$ cat config.mk
export PLATFORM = sky130hd
export DESIGN_NAME = per_rx_fifo
export DESIGN_NICKNAME = d
export VERILOG_FILES = /design/src/rtl/per_rx_fifo.sv
export SDC_FILE = /design/constraint.sdc
export NUM_CORES = 1
export LEC_CHECK = 0
export ABC_AREA = 1
export BUFFER_PORTS_ARGS = -buffer_cell sky130_fd_sc_hd__buf_2
export CAP_MARGIN = 0
export CORE_ASPECT_RATIO = 1.4
export CORE_UTILIZATION = 30
export DETAILED_ROUTE_END_ITERATION = 7
export GPL_TIMING_DRIVEN = 1
export PLACE_DENSITY = 0.53
export SLEW_MARGIN = 20
export SYNTH_ARGS = -nofsm -noshare
export SYNTH_HDL_FRONTEND = slang
export SYNTH_SLANG_ARGS = --single-unit
$ cat constraint.sdc
create_clock -name per_clock -period 2.8 [get_ports per_clock]
set_clock_uncertainty 0.2 [all_clocks]
set_input_delay 0.56 -clock per_clock [delete_from_list [all_inputs] [get_ports per_clock]]
set_output_delay 0.56 -clock per_clock [all_outputs]
set_load 0.02 [all_outputs]
$ cat src/rtl/per_rx_fifo.sv
// Peripheral receive stage: 4-phase send/ack capture into a small FIFO drained by a valid/ready stream.
// Optional macro PER_RX_SYNC_EN adds a 2-flop synchronizer on per_send.
module per_rx_fifo #(
    parameter int DATA_W = 4,
    parameter int DEPTH  = 4,
    parameter int CNT_W  = 8
) (
    input  logic                     per_clock,
    input  logic                     per_reset,
    input  logic                     per_send,
    input  logic [DATA_W-1:0]        in_per_dados,
    output logic                     per_ack,
    output logic [DATA_W-1:0]        out_data,
    output logic                     out_valid,
    input  logic                     out_ready,
    output logic [$clog2(DEPTH):0]   fifo_count,
    output logic [CNT_W-1:0]         rx_total
);
    localparam int AW = $clog2(DEPTH);
    localparam logic [AW:0] FULL_CNT = (AW+1)'(DEPTH);

    typedef enum logic {
        IDLE = 1'b0,
        ACK  = 1'b1
    } state_t;

    state_t              state_q, state_d;
    logic [AW-1:0]       wr_ptr_q, wr_ptr_d;
    logic [AW-1:0]       rd_ptr_q, rd_ptr_d;
    logic [AW:0]         count_q, count_d;
    logic [CNT_W-1:0]    total_q, total_d;
    logic [DATA_W-1:0]   mem_q [DEPTH];
    logic                send_s;
    logic                push;
    logic                pop;
    logic                full;

`ifdef PER_RX_SYNC_EN
    logic [1:0] sync_q;

    always_ff @(posedge per_clock or posedge per_reset) begin
        if (per_reset) sync_q <= '0;
        else           sync_q <= {sync_q[0], per_send};
    end

    assign send_s = sync_q[1];
`else
    assign send_s = per_send;
`endif

    assign full = (count_q == FULL_CNT);

    // Push decision uses pre-edge occupancy, so a same-edge pop never frees room for it.
    always_comb begin
        state_d = state_q;
        push    = 1'b0;
        case (state_q)
            IDLE: begin
                if (send_s && !full) begin
                    push    = 1'b1;
                    state_d = ACK;
                end
            end
            ACK: begin
                if (!send_s) state_d = IDLE;
            end
            default: state_d = IDLE;
        endcase

        pop      = (count_q != '0) && out_ready;
        wr_ptr_d = push ? wr_ptr_q + 1'b1 : wr_ptr_q;
        rd_ptr_d = pop  ? rd_ptr_q + 1'b1 : rd_ptr_q;
        total_d  = push ? total_q + 1'b1  : total_q;

        case ({push, pop})
            2'b10:   count_d = count_q + 1'b1;
            2'b01:   count_d = count_q - 1'b1;
            default: count_d = count_q;
        endcase
    end

    always_ff @(posedge per_clock or posedge per_reset) begin
        if (per_reset) begin
            state_q  <= IDLE;
            wr_ptr_q <= '0;
            rd_ptr_q <= '0;
            count_q  <= '0;
            total_q  <= '0;
        end else begin
            state_q  <= state_d;
            wr_ptr_q <= wr_ptr_d;
            rd_ptr_q <= rd_ptr_d;
            count_q  <= count_d;
            total_q  <= total_d;
        end
    end

    always_ff @(posedge per_clock) begin
        if (push) mem_q[wr_ptr_q] <= in_per_dados;
    end

    assign per_ack    = (state_q == ACK);
    assign out_valid  = (count_q != '0);
    assign out_data   = mem_q[rd_ptr_q];
    assign fifo_count = count_q;
    assign rx_total   = total_q;

endmodule
Word level (Yosys, flattened, before mapping)
Memories as Yosys holds them, arrays and structs flattened.
Cells that the tools add are included.
{"block": "word_totals", "regBits": 16, "mem_bits_rw": 16, "output_inout_bits": 17, "mem_count": 1}
{"block": "op_classes", "add_sub_neg": 5, "n_eq_ne": 3, "muxes": 7, "bitwise": 1, "n_reduce_logical": 5}
{"name": "mem_q", "depth": 4, "word_bits": 4, "read_ports": 1, "rd_ports_with_merged_regs": 0, "write_ports": 1, "line_no": "32", "rtl": "logic [DATA_W-1:0] mem_q [DEPTH];"}
{"cell": "$add 8x1->8 const B", "count": 1}
{"cell": "$pmux 3 s2", "count": 1}
{"cell": "$mux 1", "count": 5}
{"cell": "$add 2x1->2 const B", "count": 2}
{"cell": "$add 3x1->3 const B", "count": 1}
{"cell": "$eq 3x3->1 const B", "count": 1}
{"cell": "$reduce_bool 3->1", "count": 1}
{"cell": "$sub 3x1->3 const B", "count": 1}
{"cell": "$eq 2x1->1 const B", "count": 1}
{"cell": "$eq 2x2->1 const B", "count": 1}
{"cell": "$logic_and 1x1->1", "count": 2}
{"cell": "$pmux 1 s2", "count": 1}
{"cell": "$reduce_bool 2->1", "count": 1}
{"cell": "$logic_not 1->1", "count": 1}
{"cell": "$not 1->1", "count": 1}

Depth between registers and ports, before layout
Gate-level depths: netlist of the first run.
{"block": "depth", "ltp_word": 7, "mapped_depth": 10, "depth_no_buf": 10}

Worst setup path before layout of the first run
Ideal clock, no wire load.
{"block": "synth_path", "path_kind": "register to register", "from": "register count_q[0], in the netlist fifo_count[0]", "to": "register count_q[2], in the netlist fifo_count[2]", "setup_time_ps": 79, "arrival_time_ps": 2020, "required_time_ps": 2521, "setup_slack_ps": 501, "path_stages_with_launch": 11, "path_buffers": 0, "cell_sequence": "dfrtp_1 inv_2 nand3_1 nand2_1 inv_1 ha_1 inv_1 fa_1 or2_2 nand2_1 xor2_1"}
{"block": "synth_via", "elab_cells_between_ends": 13, "classes_between": "add/sub (2); eq/ne (3); mux (3); reduce/logical (5)"}
{"element": "from (decl)", "line_no": "30", "rtl": "logic [AW:0] count_q, count_d;"}
{"element": "from (signal assigned)", "line_no": "93", "rtl": "count_q <= count_d;"}
{"element": "$reduce_bool 3->1 *"}
{"element": "named net out_valid", "line_no": "14", "rtl": "output logic out_valid,"}
{"element": "$logic_and 1x1->1 *", "line_no": "70", "rtl": "pop = (count_q != '0) && out_ready;"}
{"element": "named net pop", "line_no": "35", "rtl": "logic pop;"}
{"element": "$eq 2x1->1 or $eq 2x2->1 (tied branches)", "line_no": "75", "rtl": "case ({push, pop})"}
{"element": "$pmux 3 s2 or $reduce_bool 2->1 (tied branches)"}
Mark *: on every way through the listed nets, which the timed path passes. The rest lies on a longest branch.
A chain may end at the register's enable or synchronous reset.

Worst setup path in the final report of the first run
{"block": "layout_path", "from": "register rd_ptr_q[0]", "to": "output port out_data[1]"}
{"block": "layout_via", "elab_chain_cells": 1}
{"element": "from (decl)", "line_no": "29", "rtl": "logic [AW-1:0] rd_ptr_q, rd_ptr_d;"}
{"element": "from (signal assigned)", "line_no": "92", "rtl": "rd_ptr_q <= rd_ptr_d;"}
{"element": "$mem_v2 4x4"}
{"element": "to (decl)", "line_no": "13", "rtl": "output logic [DATA_W-1:0] out_data,"}
Every way passes these cells.

==> results.toml, run 1 <==
[clock_network]
clockBufferDepth = 2
hold_buffers = 0
cts_buffers = 5
cts_max_level = 2
post_cts_buffers = 0
clk_latency_ps = 270
cts_tree = "built"
cts-root-buf = "clkbuf_8"
cts.sinks = 32
path_clk_slew_ps = 60
cts_resized = 0

[drt]
routed_wl_microns = 2770
wl_per_cell_microns = 11.3
ant_nets = 0
viasPerCell = 4.34
drc_errors = 0
dr.pass1.iters = 4
via_count = 1063
drt_iter0_drc = 29

[floorplan]
die_x_microns = 61.9
dieArea_sq_um = 5320
ios = 25
core_area_sq_um = 4840
die_height_microns = 85.9
start_util = 0.311
rows = 30

[worst_setup_path]
crit_buf_inv = 2
cp-startpoint = "rd_ptr_q[0]$_DFFE_PP0P_"
path_cells = "inv_2 -> o21ai_0 -> o22ai_1 -> buf_2"
path_max_fanout = 10
max_stage_delay_ps = 530
setup.worst_path.class = "reg -> out"
slowest_stage = "dfrtp_1"
crit_path_end_kind = "output pin"
required_ps = 2040
critical_path.top_delay_family = "flip-flops"
start_kind = "flip-flop"
arrival_ps = 1440
rr_startpoint = "fifo_count[0]$_DFFE_PP0P_"
cp_num_cells = 4
r2r_cells = 9

[place]
place.port_buffers = 24
dp_hpwl_microns = 1990
gp_routability_congestion = 0.723

[yosys]
synthesis.instances = 152
post-synth-top-count-cell = "nand2_1"
synth_cell_types = 23
synthTopCellsByCount = "nand2_1, inv_1, nor2_1"
synthFlopType = "edfxtp_1"
synth_top_area_share = 0.319
synthArstFlopShare = 0.500
synth.area.top_cells = "edfxtp_1, dfrtp_1, nand2_1"
yosys_warnings = 0
syn_nets = 167
synth_edf_count = 16
synth.yosys.seq_area_share = 0.584
ys_ff_latch = 32
yosys.area.top_type = "edfxtp_1"
postSynthAreaPerCell_sq_um = 9.92
synth_area_sq_um = 1510

[power]
powerDensity_nw_per_um2 = 1080
power.total_mw = 1.93
leakage_nw = 0.811
ir_drop_v = 0.000479

[hold_path]
hold_class = "in -> async"

[sta]
fin_crit_ps = 2200
max-slew-margin-rel = 0.576
tns_ps = 0
rsz0062_at_grt = "no"
hold_viol = 0
worst-slew-pin-transition_ps = 636
setup_viol = 0
slew_violations = 0
period_share = 0.785
max_freq_mhz = 455

[grt]
grt_pass1_vias = 971
grt_max_degree = 17
track_usage = 0.119
antenna_found_initial = 0
overflow = 0
grt_pass1_wl_microns = 4570

[finish]
nFillCells = 482
drive_gt1_frac = 0.210
num_antenna_cells = 0
seq_area_sq_um = 881
multi_input_area_sq_um = 524
area_delta_synth_final_pct = 18.8
nets = 195

[status]
status = "completed"

[job]
maxCapViolCount = 0
==> cell families (layout without fill, tap and decap cells) <==
group           count (synthesis)  in the layout  synth area share
buf+inv                        24             53            0.0680
fa+ha+maj                       7              7            0.0631
xor+xnor                        6              6            0.0349
flops                          32             32             0.584
compound gates                 17             17            0.0597
simple gates                   66             66             0.190
==> metal layers <==
metal,up-vias,GRT usage,part of all wire
met5,-,0,0
met4,0,0.0364,0.0097
met3,5,0.0407,0.047
met2,24,0.188,0.50
met1,493,0.151,0.44
li1,541,-,-
==> cell type report <==
cell class,instances,share of cell area
well taps,64,0.0447
inverters,21,0.0440
repair buffers,24,0.0671
flip-flops and latches,32,0.492
clock inverters,3,0.0210
clock buffers,5,0.0384
multi-input cells,96,0.293
==> state kept, by name, summed over array words and instances (netlist names) <==
| signal | flops |
|---|---|
| rd_ptr_q | 2 |
| per_ack | 1 |
| fifo_count | 3 |
| rx_total | 8 |
| mem_q | 16 |
| wr_ptr_q | 2 |
==> power by group <==
part           internal, mW  switching (mW)
clock network         0.259           0.158
registers             0.630           0.130
logic                 0.260           0.497
total                  1.15           0.784
==> layout by cell type (no fill, tap or decap) <==
cell type,instances
a21oi_1,1
buf_2,24
bufinv_16,1
clkbuf_8,5
clkinv_1,2
dfrtp_1,16
edfxtp_1,16
fa_1,1
ha_1,6
inv_1,17
inv_2,4
nand2_1,37
nand2_4,1
nand3_1,6
nand3_2,1
nand3b_1,2
nor2_1,17
nor2_4,1
o21ai_0,11
o21ai_1,1
o22ai_1,4
or2_2,1
xnor2_1,2
xor2_1,4
==> through the flow <==
| stage | setup WS (ps) | std cells | utilization | instance area [sq um] | hold WS, ps |
|---|---|---|---|---|---|
| floorplan | 501 | 152 | - | 1510 | 274 |
| global placement | 486 | 237 | 0.348 | 1680 | 299 |
| detailed placement | 442 | 237 | 0.348 | 1680 | 325 |
| CTS | 580 | 245 | 0.370 | 1790 | 188 |
| global route | 480 | 245 | 0.370 | 1790 | 215 |
| finish | 602 | 245 | 0.370 | 1790 | 158 |
==> worst paths after layout <==
kind,endpoint,slack (ps)
worst max-delay path,out_data[1],600
worst min-delay path,rx_total[4]$_DFFE_PP0P_,160
worst max register to register,fifo_count[2]$_DFFE_PP0P_,630
worst min register to register,fifo_count[1]$_DFFE_PP0P_,330
max in group asynchronous,wr_ptr_q[1]$_DFFE_PP0P_,1830
min in group per_clock,per_ack$_DFF_PP0_,300
Power figures use the tool's default switching activity.
==> run 2: changes to the inputs <==
PLACE_DENSITY = 0.55   (was 0.53)
clock period = 2 ns   (was 2.8 ns; I/O delays follow)
==> run 2 against run 1 <==
  * The run now ends with negative hold slack left
  * Non-clock buffer count grew 8
  * Sequential share of layout area shrank 2.0 points
  * Critical path depth is the same
  * Flip-flop and latch count is the same
  * Cell count grew 3.3%
  * Largest cell class unchanged
  * Largest power group is now combinational cells
==> results.toml, run 2 (synthesized netlist as in run 1, its figures left out) <==
[status]
status = "complete, but fails checks"
violations = "negative hold slack"

[clock_network]
clk_latency_ps = 280
clockBufferDepth = 2
cts_tree = "built"
cts.sinks = 32
cts_buffers = 5
hold_buffers = 0
cts-root-buf = "clkbuf_8"
path_clk_slew_ps = 60
cts_max_level = 2

[grt]
grt_max_degree = 17
overflow = 0
track_usage = 0.124
grt_pass1_wl_microns = 4730
top_usage_layer = "met2"
grt_util_met1 = 0.151
use_met2 = 0.197
grt_util_met3 = 0.0528
antenna_found_initial = 0
grt_pass1_vias = 1008

[finish]
drive_gt1_frac = 0.312
nFillCells = 497
final_common_cell = "nand2_1"
largest_register = "mem_q"
largest_reg_flops = 16
final_cell_mix = "nand2_1, buf_2, nor2_1"
nets = 203
final_area_sq_um = 1880
area_delta_synth_final_pct = 24.6
num_antenna_cells = 0

[sta]
hold_viol = 16
layout_setup_ws_ps = 79.5
max_freq_mhz = 521
tns_ps = 0
rsz0062_at_grt = "no"
worst-slew-pin-transition_ps = 627
fin_hold_ws_ps = -7.50
fin_crit_ps = 1920
period_share = 0.960
setup_viol = 0
max-slew-margin-rel = 0.582
slew_violations = 0

[power]
p_int_mw = 1.67
p_clk_frac = 0.190
switchingPower_mw = 1.14
ir_drop_v = 0.000708
power_switching_share = 0.406
combPwrFrac = 0.433
powerDensity_nw_per_um2 = 1500
leakage_nw = 0.842
pwr-share-seq = 0.378

[drt]
via_count = 1089
wl_per_cell_microns = 11.3
dr.pass1.iters = 4
drt_iter0_drc = 32
drc_errors = 0
ant_nets = 0
routed_wl_microns = 2870
viasPerCell = 4.30

[worst_setup_path]
slowest_stage = "dfrtp_2"
start_kind = "flip-flop"
setup.worst_path.class = "reg -> out"
arrival_ps = 1320
critical_path.top_delay_family = "flip-flops"
required_ps = 1400
path_max_fanout = 6
max_stage_delay_ps = 460
path_cells = "buf_4 -> o21ai_0 -> o22ai_1 -> buf_2"
crit_buf_inv = 2
crit_path_end_kind = "output pin"

[floorplan]
die_x_microns = 61.9
rows = 30
ios = 25
start_util = 0.311
die_height_microns = 85.9
core_area_sq_um = 4840
dieArea_sq_um = 5320

[hold_path]
hold_class = "in -> async"

[place]
dp_slack_ps = 30.9
place.port_buffers = 24
dp_hpwl_microns = 2060
detailed_place.area_sq_um = 1730
gp_routability_congestion = 0.746

[job]
maxCapViolCount = 0
run 2: changes by cell type in the layout (fill, tap and decap cells not counted), moves of 2 or more:
| cell | previous run | this run |
|---|---|---|
| buf_4 | 0 | 7 |
| dfrtp_1 | 16 | 11 |
| dfrtp_2 | 0 | 5 |
| inv_1 | 17 | 14 |
| clkbuf_8 | 5 | 7 |
| clkinv_1 | 2 | 0 |
| inv_4 | 0 | 2 |
run 2: path summary, 6_finish.rpt:
check | cells after the start | start | to | slack [ps]
worst min register to register | 2 | fifo_count[1]$_DFFE_PP0P_ | fifo_count[1]$_DFFE_PP0P_ | 320
max in group asynchronous | 2 | per_reset | rd_ptr_q[1]$_DFFE_PP0P_ | 1170
worst max register to register | 9 | fifo_count[0]$_DFFE_PP0P_ | fifo_count[2]$_DFFE_PP0P_ | 100
worst max-delay path | 4 | rd_ptr_q[0]$_DFFE_PP0P_ | out_data[0] | 80
worst min-delay path | 2 | per_reset | fifo_count[1]$_DFFE_PP0P_ | -7
min in group per_clock | 3 | per_send | per_ack$_DFF_PP0_ | 140
run 2: area by class of cell:
type                       instances  area [sq um]  area share
sequential                        32           887       0.472
multi-input combinational         96           549       0.292
timing repair buffer              32           178      0.0946
clock buffer                       8           100      0.0533
inverter                          21          83.8      0.0446
tap                               64          80.1      0.0426
run 2: metrics by stage:
stage	instances	power [mW]	utilization	hold slack, ps
floorplan	152	1.89	-	114
global route	253	3.07	0.388	41.5
detailed placement	240	2.22	0.358	284
global placement	240	2.22	0.358	280
finish	253	2.82	0.388	-7.50
CTS	248	2.78	0.379	16.7
run 2: repair_timing:
action,in CTS,in global routing
gates resized for setup,2,5
buffers inserted,0,5
setup endpoints to repair,4,5
pin swaps,0,0
run 2: power by group through the flow:
stage          Sequential [mW]  Combinational, mW  Clock [mW]
2_1_floorplan             1.13              0.764           0
3_3_place_gp              1.07               1.14           0
3_5_place_dp              1.08               1.14           0
4_1_cts                   1.07               1.16       0.552
5_1_grt                   1.09               1.39       0.590
6_report                  1.06               1.22       0.534
run 2: worst register-to-register path, cell delays in order, from the launching register on:
cell and delay, ps:
dfrtp_2 430, inv_4 80, nand3_2 90, nand2_4 90, ha_4 120, inv_2 40
fa_2 330, or2_4 250, nand2_1 70, xor2_1 130
run 2: routing by layer:
metal	vias up	wire [microns]
met4	0	36
li1	559	-
met1	501	1250
met5	-	0
met2	24	1470
met3	5	112
